## src/rtl/io_pkg.sv

```systemverilog
// Shared types and register addresses for the push-button input peripheral.
package io_pkg;

    typedef enum logic [1:0] {
        IDLE,
        DB_PRESS,
        HELD,
        DB_REL
    } btn_state_e;

    localparam logic [11:0] ADDR_BTN_LVL  = 12'h910;
    localparam logic [11:0] ADDR_BTN_EVT  = 12'h914;
    localparam logic [11:0] ADDR_BTN_CFG  = 12'h918;
    localparam logic [11:0] ADDR_BTN_MASK = 12'h91C;

endpackage

```

## src/rtl/btn_debounce.sv

```systemverilog
// One button: 2-flop synchronizer, saturating debounce counter and
// press/hold/release state machine with a single-cycle press pulse.
module btn_debounce
    import io_pkg::*;
#(
    parameter int CNT_W = 20
) (
    input  logic             clk_i,
    input  logic             rst_ni,
    input  logic             btn_i,
    input  logic [CNT_W-1:0] period_i,
    output logic             level_o,
    output logic             press_evt_o
);

    logic             r_meta;
    logic             r_sync;
    btn_state_e       r_state;
    btn_state_e       w_state_next;
    logic [CNT_W-1:0] r_cnt;
    logic [CNT_W-1:0] w_cnt_next;
    logic [CNT_W-1:0] w_cnt_inc;
    logic [CNT_W-1:0] w_period;
    logic             w_expired;

    always_ff @(posedge clk_i or negedge rst_ni) begin
        if (!rst_ni) begin
            r_meta  <= 1'b0;
            r_sync  <= 1'b0;
            r_state <= IDLE;
            r_cnt   <= '0;
        end else begin
            r_meta  <= btn_i;
            r_sync  <= r_meta;
            r_state <= w_state_next;
            r_cnt   <= w_cnt_next;
        end
    end

    // A zero period behaves as one; the compare follows live CFG writes.
    assign w_period  = (period_i == '0) ? CNT_W'(1) : period_i;
    assign w_cnt_inc = (&r_cnt) ? r_cnt : r_cnt + CNT_W'(1);
    assign w_expired = (r_cnt >= w_period);

    always_comb begin
        w_state_next = r_state;
        w_cnt_next   = r_cnt;
        press_evt_o  = 1'b0;
        case (r_state)
            IDLE: begin
                if (r_sync) begin
                    w_state_next = DB_PRESS;
                    w_cnt_next   = CNT_W'(1);
                end
            end
            DB_PRESS: begin
                if (!r_sync) begin
                    w_state_next = IDLE;
                    w_cnt_next   = '0;
                end else if (w_expired) begin
                    w_state_next = HELD;
                    w_cnt_next   = '0;
                    press_evt_o  = 1'b1;
                end else begin
                    w_cnt_next   = w_cnt_inc;
                end
            end
            HELD: begin
                if (!r_sync) begin
                    w_state_next = DB_REL;
                    w_cnt_next   = CNT_W'(1);
                end
            end
            DB_REL: begin
                if (r_sync) begin
                    w_state_next = HELD;
                    w_cnt_next   = '0;
                end else if (w_expired) begin
                    w_state_next = IDLE;
                    w_cnt_next   = '0;
                end else begin
                    w_cnt_next   = w_cnt_inc;
                end
            end
            default: begin
                w_state_next = IDLE;
                w_cnt_next   = '0;
            end
        endcase
    end

    assign level_o = (r_state == HELD) || (r_state == DB_REL);

endmodule

```

## src/rtl/btn_event_ctrl.sv

```systemverilog
// Memory-mapped button controller: per-button debouncers plus LVL/EVT/CFG/MASK
// registers at 0x910-0x91C and a registered level interrupt.
module btn_event_ctrl
    import io_pkg::*;
#(
    parameter int               NUM_BTN  = 4,
    parameter int               CNT_W    = 20,
    parameter logic [CNT_W-1:0] DB_RESET = 20'd50000
) (
    input  logic               clk_i,
    input  logic               rst_ni,
    input  logic [NUM_BTN-1:0] io_button_i,
    input  logic [11:0]        addr_i,
    input  logic               wr_en_i,
    input  logic [31:0]        st_data_i,
    output logic [31:0]        ld_data_o,
    output logic               irq_o
);

    logic [NUM_BTN-1:0] w_level;
    logic [NUM_BTN-1:0] w_press;
    logic [NUM_BTN-1:0] r_evt;
    logic [NUM_BTN-1:0] r_mask;
    logic [CNT_W-1:0]   r_cfg;
    logic               r_irq;
    logic [NUM_BTN-1:0] w_evt_clr;
    logic               w_wr_evt;
    logic               w_wr_cfg;
    logic               w_wr_mask;
    logic               w_unused_bits;

    for (genvar gi = 0; gi < NUM_BTN; gi++) begin : g_btn
        btn_debounce #(
            .CNT_W(CNT_W)
        ) u_debounce (
            .clk_i       (clk_i),
            .rst_ni      (rst_ni),
            .btn_i       (io_button_i[gi]),
            .period_i    (r_cfg),
            .level_o     (w_level[gi]),
            .press_evt_o (w_press[gi])
        );
    end

    assign w_wr_evt  = wr_en_i && (addr_i == ADDR_BTN_EVT);
    assign w_wr_cfg  = wr_en_i && (addr_i == ADDR_BTN_CFG);
    assign w_wr_mask = wr_en_i && (addr_i == ADDR_BTN_MASK);
    assign w_evt_clr = w_wr_evt ? st_data_i[NUM_BTN-1:0] : '0;
    assign w_unused_bits = &{1'b0, st_data_i};

    always_ff @(posedge clk_i or negedge rst_ni) begin
        if (!rst_ni) begin
            r_evt  <= '0;
            r_mask <= '0;
            r_cfg  <= DB_RESET;
            r_irq  <= 1'b0;
        end else begin
            // A press landing with a W1C store keeps its bit: set wins.
            r_evt <= (r_evt & ~w_evt_clr) | w_press;
            if (w_wr_mask) begin
                r_mask <= st_data_i[NUM_BTN-1:0];
            end
            if (w_wr_cfg) begin
                r_cfg <= st_data_i[CNT_W-1:0];
            end
            r_irq <= |(r_evt & r_mask);
        end
    end

    always_comb begin
        ld_data_o = '0;
        case (addr_i)
            ADDR_BTN_LVL:  ld_data_o[NUM_BTN-1:0] = w_level;
            ADDR_BTN_EVT:  ld_data_o[NUM_BTN-1:0] = r_evt;
            ADDR_BTN_CFG:  ld_data_o[CNT_W-1:0]   = r_cfg;
            ADDR_BTN_MASK: ld_data_o[NUM_BTN-1:0] = r_mask;
            default:       ld_data_o = '0;
        endcase
    end

    assign irq_o = r_irq;

endmodule

```

## config.mk

```make
export PLATFORM = sky130hd
export DESIGN_NAME = btn_event_ctrl
export DESIGN_NICKNAME = d
export VERILOG_FILES = /design/src/rtl/io_pkg.sv /design/src/rtl/btn_debounce.sv /design/src/rtl/btn_event_ctrl.sv
export SDC_FILE = /design/constraint.sdc
export NUM_CORES = 1
export LEC_CHECK = 0
export CORE_MARGIN = 2
export CORE_UTILIZATION = 54
export CTS_BUF_LIST = sky130_fd_sc_hd__clkbuf_2
export DETAILED_ROUTE_END_ITERATION = 8
export HOLD_SLACK_MARGIN = 0.15
export PLACE_DENSITY = 0.79
export SKIP_LAST_GASP = 1
export SLEW_MARGIN = 20
export SYNTH_ARGS = -nofsm -noshare
export SYNTH_HDL_FRONTEND = slang
export SYNTH_SLANG_ARGS = --single-unit
export TNS_END_PERCENT = 5
```

## constraint.sdc

```tcl
create_clock -name clk_i -period 3.2 [get_ports clk_i]
set_input_delay 0.64 -clock clk_i [delete_from_list [all_inputs] [get_ports clk_i]]
set_output_delay 0.64 -clock clk_i [all_outputs]
set_load 0.1 [all_outputs]
```

Word-level counts from Yosys, hierarchy flattened
Cells that the tools add are included.
{ "totals": {"register_bits": 125, "output_inout_bits": 33} }
{ "classes": {"add_sub_neg": 4, "magnitude_cmp": 4, "eq_ne": 32, "muxes": 72, "bitwise_logic": 4, "reduce_logical": 25} }
{ "op_table": {"columns": ["cell", "count"], "rows": [
  ["20-bit two-way mux", 25],
  ["20-bit case mux with 4 select lines", 4],
  ["20-bit by 1-bit adder with 20-bit output (second input constant)", 4],
  ["20-bit >= comparator", 4],
  ["20-bit AND reduction", 4],
  ["12-bit == test (second input constant)", 4],
  ["2-bit two-way mux", 24],
  ["2-bit case mux with 4 select lines", 4],
  ["20-bit logical NOT", 1],
  ["2-bit == test (second input constant)", 8],
  ["16-bit two-way mux", 1],
  ["4-bit case mux with 4 select lines", 1],
  ["4-bit AND reduction", 4],
  ["1-bit two-way mux", 12],
  ["3-bit by 1-bit inequality test with 1-bit output (second input constant)", 4],
  ["3-bit inequality test (second input constant)", 4],
  ["4-bit AND", 2],
  ["2-bit by 1-bit == test with 1-bit output (second input constant)", 4],
  ["2-bit logical NOT", 4],
  ["2-bit by 1-bit inequality test with 1-bit output (second input constant)", 4],
  ["2-bit inequality test (second input constant)", 4],
  ["2-bit AND reduction", 4],
  ["1-bit logical OR", 4],
  ["4-bit two-way mux", 1],
  ["4 further kinds", 6]
]} }

Logic depth before layout (Yosys ltp)
{ "logic_depth": {"word_depth": 7, "ltp_mapped": 12, "depth_no_buf": 11} }

By module
Synthesis repeated with hierarchy kept, for this count alone.
{ "hier_totals": {"hier_cells": 1038, "hier_area_um2": 9306.4} }
{ "by_module_without_submodules": {"columns": ["mod", "instances", "cells_per_inst", "area_per_inst_um2", "seq_area_each_um2"], "rows": [
  ["btn_debounce at g_btn[0].u_debounce ...", 2, 230, 1934.4, 600.6],
  ["btn_debounce at g_btn[3].u_debounce", 1, 228, 1950.6, 600.6],
  ["btn_debounce at g_btn[1].u_debounce", 1, 228, 1929.4, 600.6],
  ["btn_event_ctrl", 1, 122, 1557.7, 733.2]
]} }

Least setup slack after synthesis
OpenSTA, ideal clock, no wires.
{ "synth_path": {"path_type": "input to output", "startpoint": "input port addr_i[7]", "endpoint": "output port ld_data_o[10]", "arrival_time_ns": 3.633, "t_required_ns": 2.560, "slack_ns": -1.073, "cell_stages": 6, "n_path_buf": 1, "path_cell_list": "nor4b_1 nand4b_1 inv_1 nand2_1 clkbuf_1 nor3_1"} }
{ "synth_between": {"elab_chain_cells": 2} }
{ "synth_lines": {"columns": ["item", "line_no", "text"], "rows": [
  ["from (decl)", "btn_event_ctrl.sv:13", "input logic [11:0] addr_i,"],
  ["12-bit == test", "btn_event_ctrl.sv:72", "case (addr_i)"],
  ["16-bit two-way mux", "btn_event_ctrl.sv:72", null],
  ["to (decl)", "btn_event_ctrl.sv:16", "output logic [31:0] ld_data_o,"]
]} }
Every way passes these cells.

Final worst setup path
{ "layout_path": {"startpoint": "register r_cfg[11]", "endpoint": "register g_btn[3].u_debounce.r_cnt[7]"} }
{ "layout_between": {"elab_chain_cells": 6, "word_cells_on_any_way": 7, "cone_classes": "order compare (1); mux (5); reduce/logical (1)"} }
{ "layout_lines": {"columns": ["item", "line_no", "text"], "rows": [
  ["from (decl)", "btn_event_ctrl.sv:24", "logic [CNT_W-1:0] r_cfg;"],
  ["from (signal assigned)", "btn_event_ctrl.sv:64", "r_cfg <= st_data_i[CNT_W-1:0];"],
  ["20-bit logical NOT", "btn_debounce.sv:41", "assign w_period = (period_i == '0) ? CNT_W'(1) : period_i;"],
  ["20-bit two-way mux *", "btn_debounce.sv:41", null],
  ["20-bit >= comparator *", "btn_debounce.sv:43", "assign w_expired = (r_cnt >= w_period);"],
  ["20-bit two-way mux *", "btn_debounce.sv:60, btn_debounce.sv:78", null],
  ["20-bit two-way mux, on equally long branches", "btn_debounce.sv:75, btn_debounce.sv:57", null],
  ["20-bit case mux with 4 select lines *", "btn_debounce.sv:49", "case (r_state)"],
  ["to (signal assigned)", "btn_debounce.sv:36", "r_cnt <= w_cnt_next;"],
  ["to (decl)", "btn_debounce.sv:20", "logic [CNT_W-1:0] r_cnt;"]
]} }
Every way passes the cells marked *; elsewhere a longest branch is shown, timed or not.
A chain may end at the register's enable or synchronous reset.

==> results.toml <==
[logic_synthesis]
yosys.area_share.simple = 0.234
synth_ff_type = "dfrtp_1"
synth-async-reset-ratio = 1.00
yosysWarnings = 0
synth_mux_area_frac = 0.0499
syn_inst = 943
synth-compound-area-share = 0.171
ys_ff_latch = 125
syn_avg_cell_area_sq_um = 9.04
synth_fa_ha_area_frac = 0.123
synth_seq_area_share = 0.368
syn-cell-area_sq_um = 8520
synthXorXnorAreaFrac = 0.00720
synth_top_family_by_area = "simple AND/OR/NAND/NOR gates"
synth_edf_count = 0
yosysUniqueCellTypes = 77

[cells_and_area]
post_layout_nonfiller_instances = 1273
final_cell_mix = "dfrtp_1 (119), nand2_1 (113), ha_1 (82)"
area_delta_synth_final_pct = 23.8
drive_gt1_frac = 0.191
layout.nets = 1183
mostFrequentLayoutCell = "dfrtp_1"

[outcome]
violations = "setup timing"
outcome = "finished with violations"

[floorplanning]
rows = 45
die_h_microns = 130
dieArea_sq_um = 16800
initial_core_util = 0.556
die_x_microns = 130
design.core.area_sq_um = 15300
ios = 84

[routing]
drt_iter0_drc = 907
vias_per_cell = 6.31
dr.pass1.iters = 6
ant_nets = 0
drt_wl_total_microns = 24200
vias = 8038
wl_per_cell_microns = 19.0
drc = 0

[worst_setup_path]
crit_family = "compound AO/OA/AOI/OAI gates"
crit_path_cell_trace = "nor4_1 -> nand4_1 -> o41ai_4 -> buf_4 -> ha_4 -> nand2b_4 -> a2111oi_4 -> o31a_2 -> o211ai_4 -> nor3b_4 -> buf_6 -> buf_12 -> a41oi_2 -> a31oi_1"
slowest_delay_ps = 440
arrival_ps = 4080
worstPathRequired_ps = 3900
cp_max_fo = 5
worst_path_max_delay_cell = "dfrtp_1"
reg2reg_from = "r_cfg[11]"
critPathBufInv = 3
end_kind = "flip-flop"
startpoint_type = "flip-flop"
critPathKind = "flip-flop to flip-flop"
cp-startpoint = "r_cfg[11]"

[global_route]
grt_overflow = 0
grt_pass1_vias = 7624
grt_max_degree = 49
antenna_found_initial = 1
grt_pass1_wl_microns = 38500
grt_usage = 0.296

[clock_network]
cts_buffers = 17
htree_num_levels = 4
cts_sinks = 125
clk_transition_reported_paths_ps = 230
clk-insertion-delay-late_ps = 760
cts_buffer_depth = 2
clock-root-buffer = "clkbuf_2"
cts_tree = "done"

[sta]
fin_ws_ps = -180
fmax_mhz = 296
max_slew_margin = 0.307
slew_viol_final = 0
tightest_slew_ps = 1040
finClkSkew_ps = 49.3
min_period_over_period = 1.06
rsz0062_at_grt = "true"
finalHoldViolCount = 0
setup_violations = 68
fin_crit_ps = 3380

[hold_path]
timing.hold.worst.class = "primary input to flip-flop"
min_from = "io_button_i[3]"

[power_and_ir_drop]
p_leak_uw = 0.00453
power.density_nw_per_um2 = 472
ir_drop_mv = 0.437

[placement]
port-buffer-count = 59
dp_cells = 1227
dpl_worst_slack_ps = -509
place_congestion = 0.891
dp_hpwl_microns = 16500

[run]
max-cap-violations = 0
## sequential cells by signal (all words and copies together) (netlist names), named ones only
signal,count
g_btn.u_debounce.r_cnt,80
r_cfg,20
g_btn.u_debounce.r_meta,4
g_btn.u_debounce.r_state,4
g_btn.u_debounce.r_sync,4
r_evt,4
r_mask,4
irq_o,1
## cell usage after synthesis (all sizes together), types with 3 or more instances
| cell type | number | area, sq um |
|---|---|---|
| buf | 28 | 200 |
| o41ai | 3 | 26.3 |
| o21a | 5 | 37.5 |
| dfrtp | 119 | 2980 |
| nor4 | 7 | 43.8 |
| a211oi | 3 | 22.5 |
| o211ai | 4 | 43.8 |
| a2111oi | 4 | 78.8 |
| xor2 | 4 | 35.0 |
| xnor2 | 3 | 26.3 |
| or2 | 6 | 37.5 |
| or3 | 11 | 68.8 |
| and4 | 6 | 52.6 |
| clkbuf | 9 | 33.8 |
| o22ai | 5 | 31.3 |
| and2 | 11 | 68.8 |
| dfstp | 6 | 158 |
| o31ai | 4 | 35.0 |
| nand4 | 30 | 194 |
| nand2b | 14 | 103 |
| and3 | 13 | 81.3 |
| nor2 | 62 | 245 |
| o21ai | 48 | 240 |
| a41oi | 10 | 87.6 |
| a21o | 8 | 60.1 |
| nor2b | 6 | 37.5 |
| nand2 | 113 | 424 |
| inv | 41 | 154 |
| a21oi | 68 | 344 |
| nand3b | 4 | 30.0 |
| o311ai | 12 | 105 |
| a31oi | 25 | 156 |
| mux2 | 28 | 315 |
| mux4 | 4 | 90.1 |
| nor3 | 44 | 220 |
| ha | 84 | 1050 |
| nand3 | 56 | 285 |
| nor3b | 5 | 48.8 |
## routing by layer
metal | vias to the layer above | global-route usage | wire [microns]
li1 | 3712 | - | -
met1 | 3845 | 0.398 | 10100
met2 | 409 | 0.465 | 11300
met3 | 72 | 0.0718 | 1950
met4 | 0 | 0.113 | 797
met5 | - | 0 | 0
## where the power goes
group / internal, uW / switching, uW / total, uW
logic: 831 / 1060 / 1890
clock network: 600 / 674 / 1270
registers: 1680 / 123 / 1810
total: 3110 / 1860 / 4970
## per-stage QoR
step                      TNS, ps  total power, uW  utilization  instance area [sq um]  hold WS, ps
after floorplan             -1480             2920            -                   8710          331
after global placement     -20760             3370        0.645                   9880          333
after detailed placement   -26530             3420        0.645                   9880          336
after CTS                   -6670             4900        0.684                  10500          260
after global routing       -20010             5210        0.689                  10500          204
final                       -6140             4970        0.689                  10500          287
## what timing repair did
item / 4_1_cts / 5_1_grt
resized for setup: 22 / 13
setup endpoints to repair: 91 / 91
gates cloned: 6 / 1
hold buffers: 1 / 0
pin swaps: 24 / 15
endpoints found under the hold margin: 42 / 0
setup buffers: 7 / 1
## final cells by class
type | instances | area, sq um
antenna | 1 | 2.50
clock buffer | 18 | 90.1
clock inverter | 14 | 215
fill | 1151 | 4770
inverter | 42 | 158
multi-input combinational | 751 | 5360
sequential | 125 | 3140
tap | 211 | 264
timing repair buffer | 111 | 1330
## final timing paths
check | to | slack [ps] | cells past startpoint
setup reg to reg | g_btn[3].u_debounce.r_cnt[7] | -180 | 14
min in group asynchronous | g_btn[0].u_debounce.r_cnt[7] | 440 | 2
hold reg to reg | g_btn[0].u_debounce.r_sync | 370 | 0
hold / removal | g_btn[3].u_debounce.r_meta | 290 | 1
max in group asynchronous | r_cfg[4] | 1980 | 3
setup / recovery | g_btn[3].u_debounce.r_cnt[7] | -180 | 14
## cell families after synthesis
group	count (synthesis)
adders and majority gates	84
other	1
and+or+nand+nor	394
muxes	34
AOI/OAI and AO/OA	219
buffers and inverters	79
xor gates and xnor gates	7
DFF	125
Power figures use the tool's default switching activity.
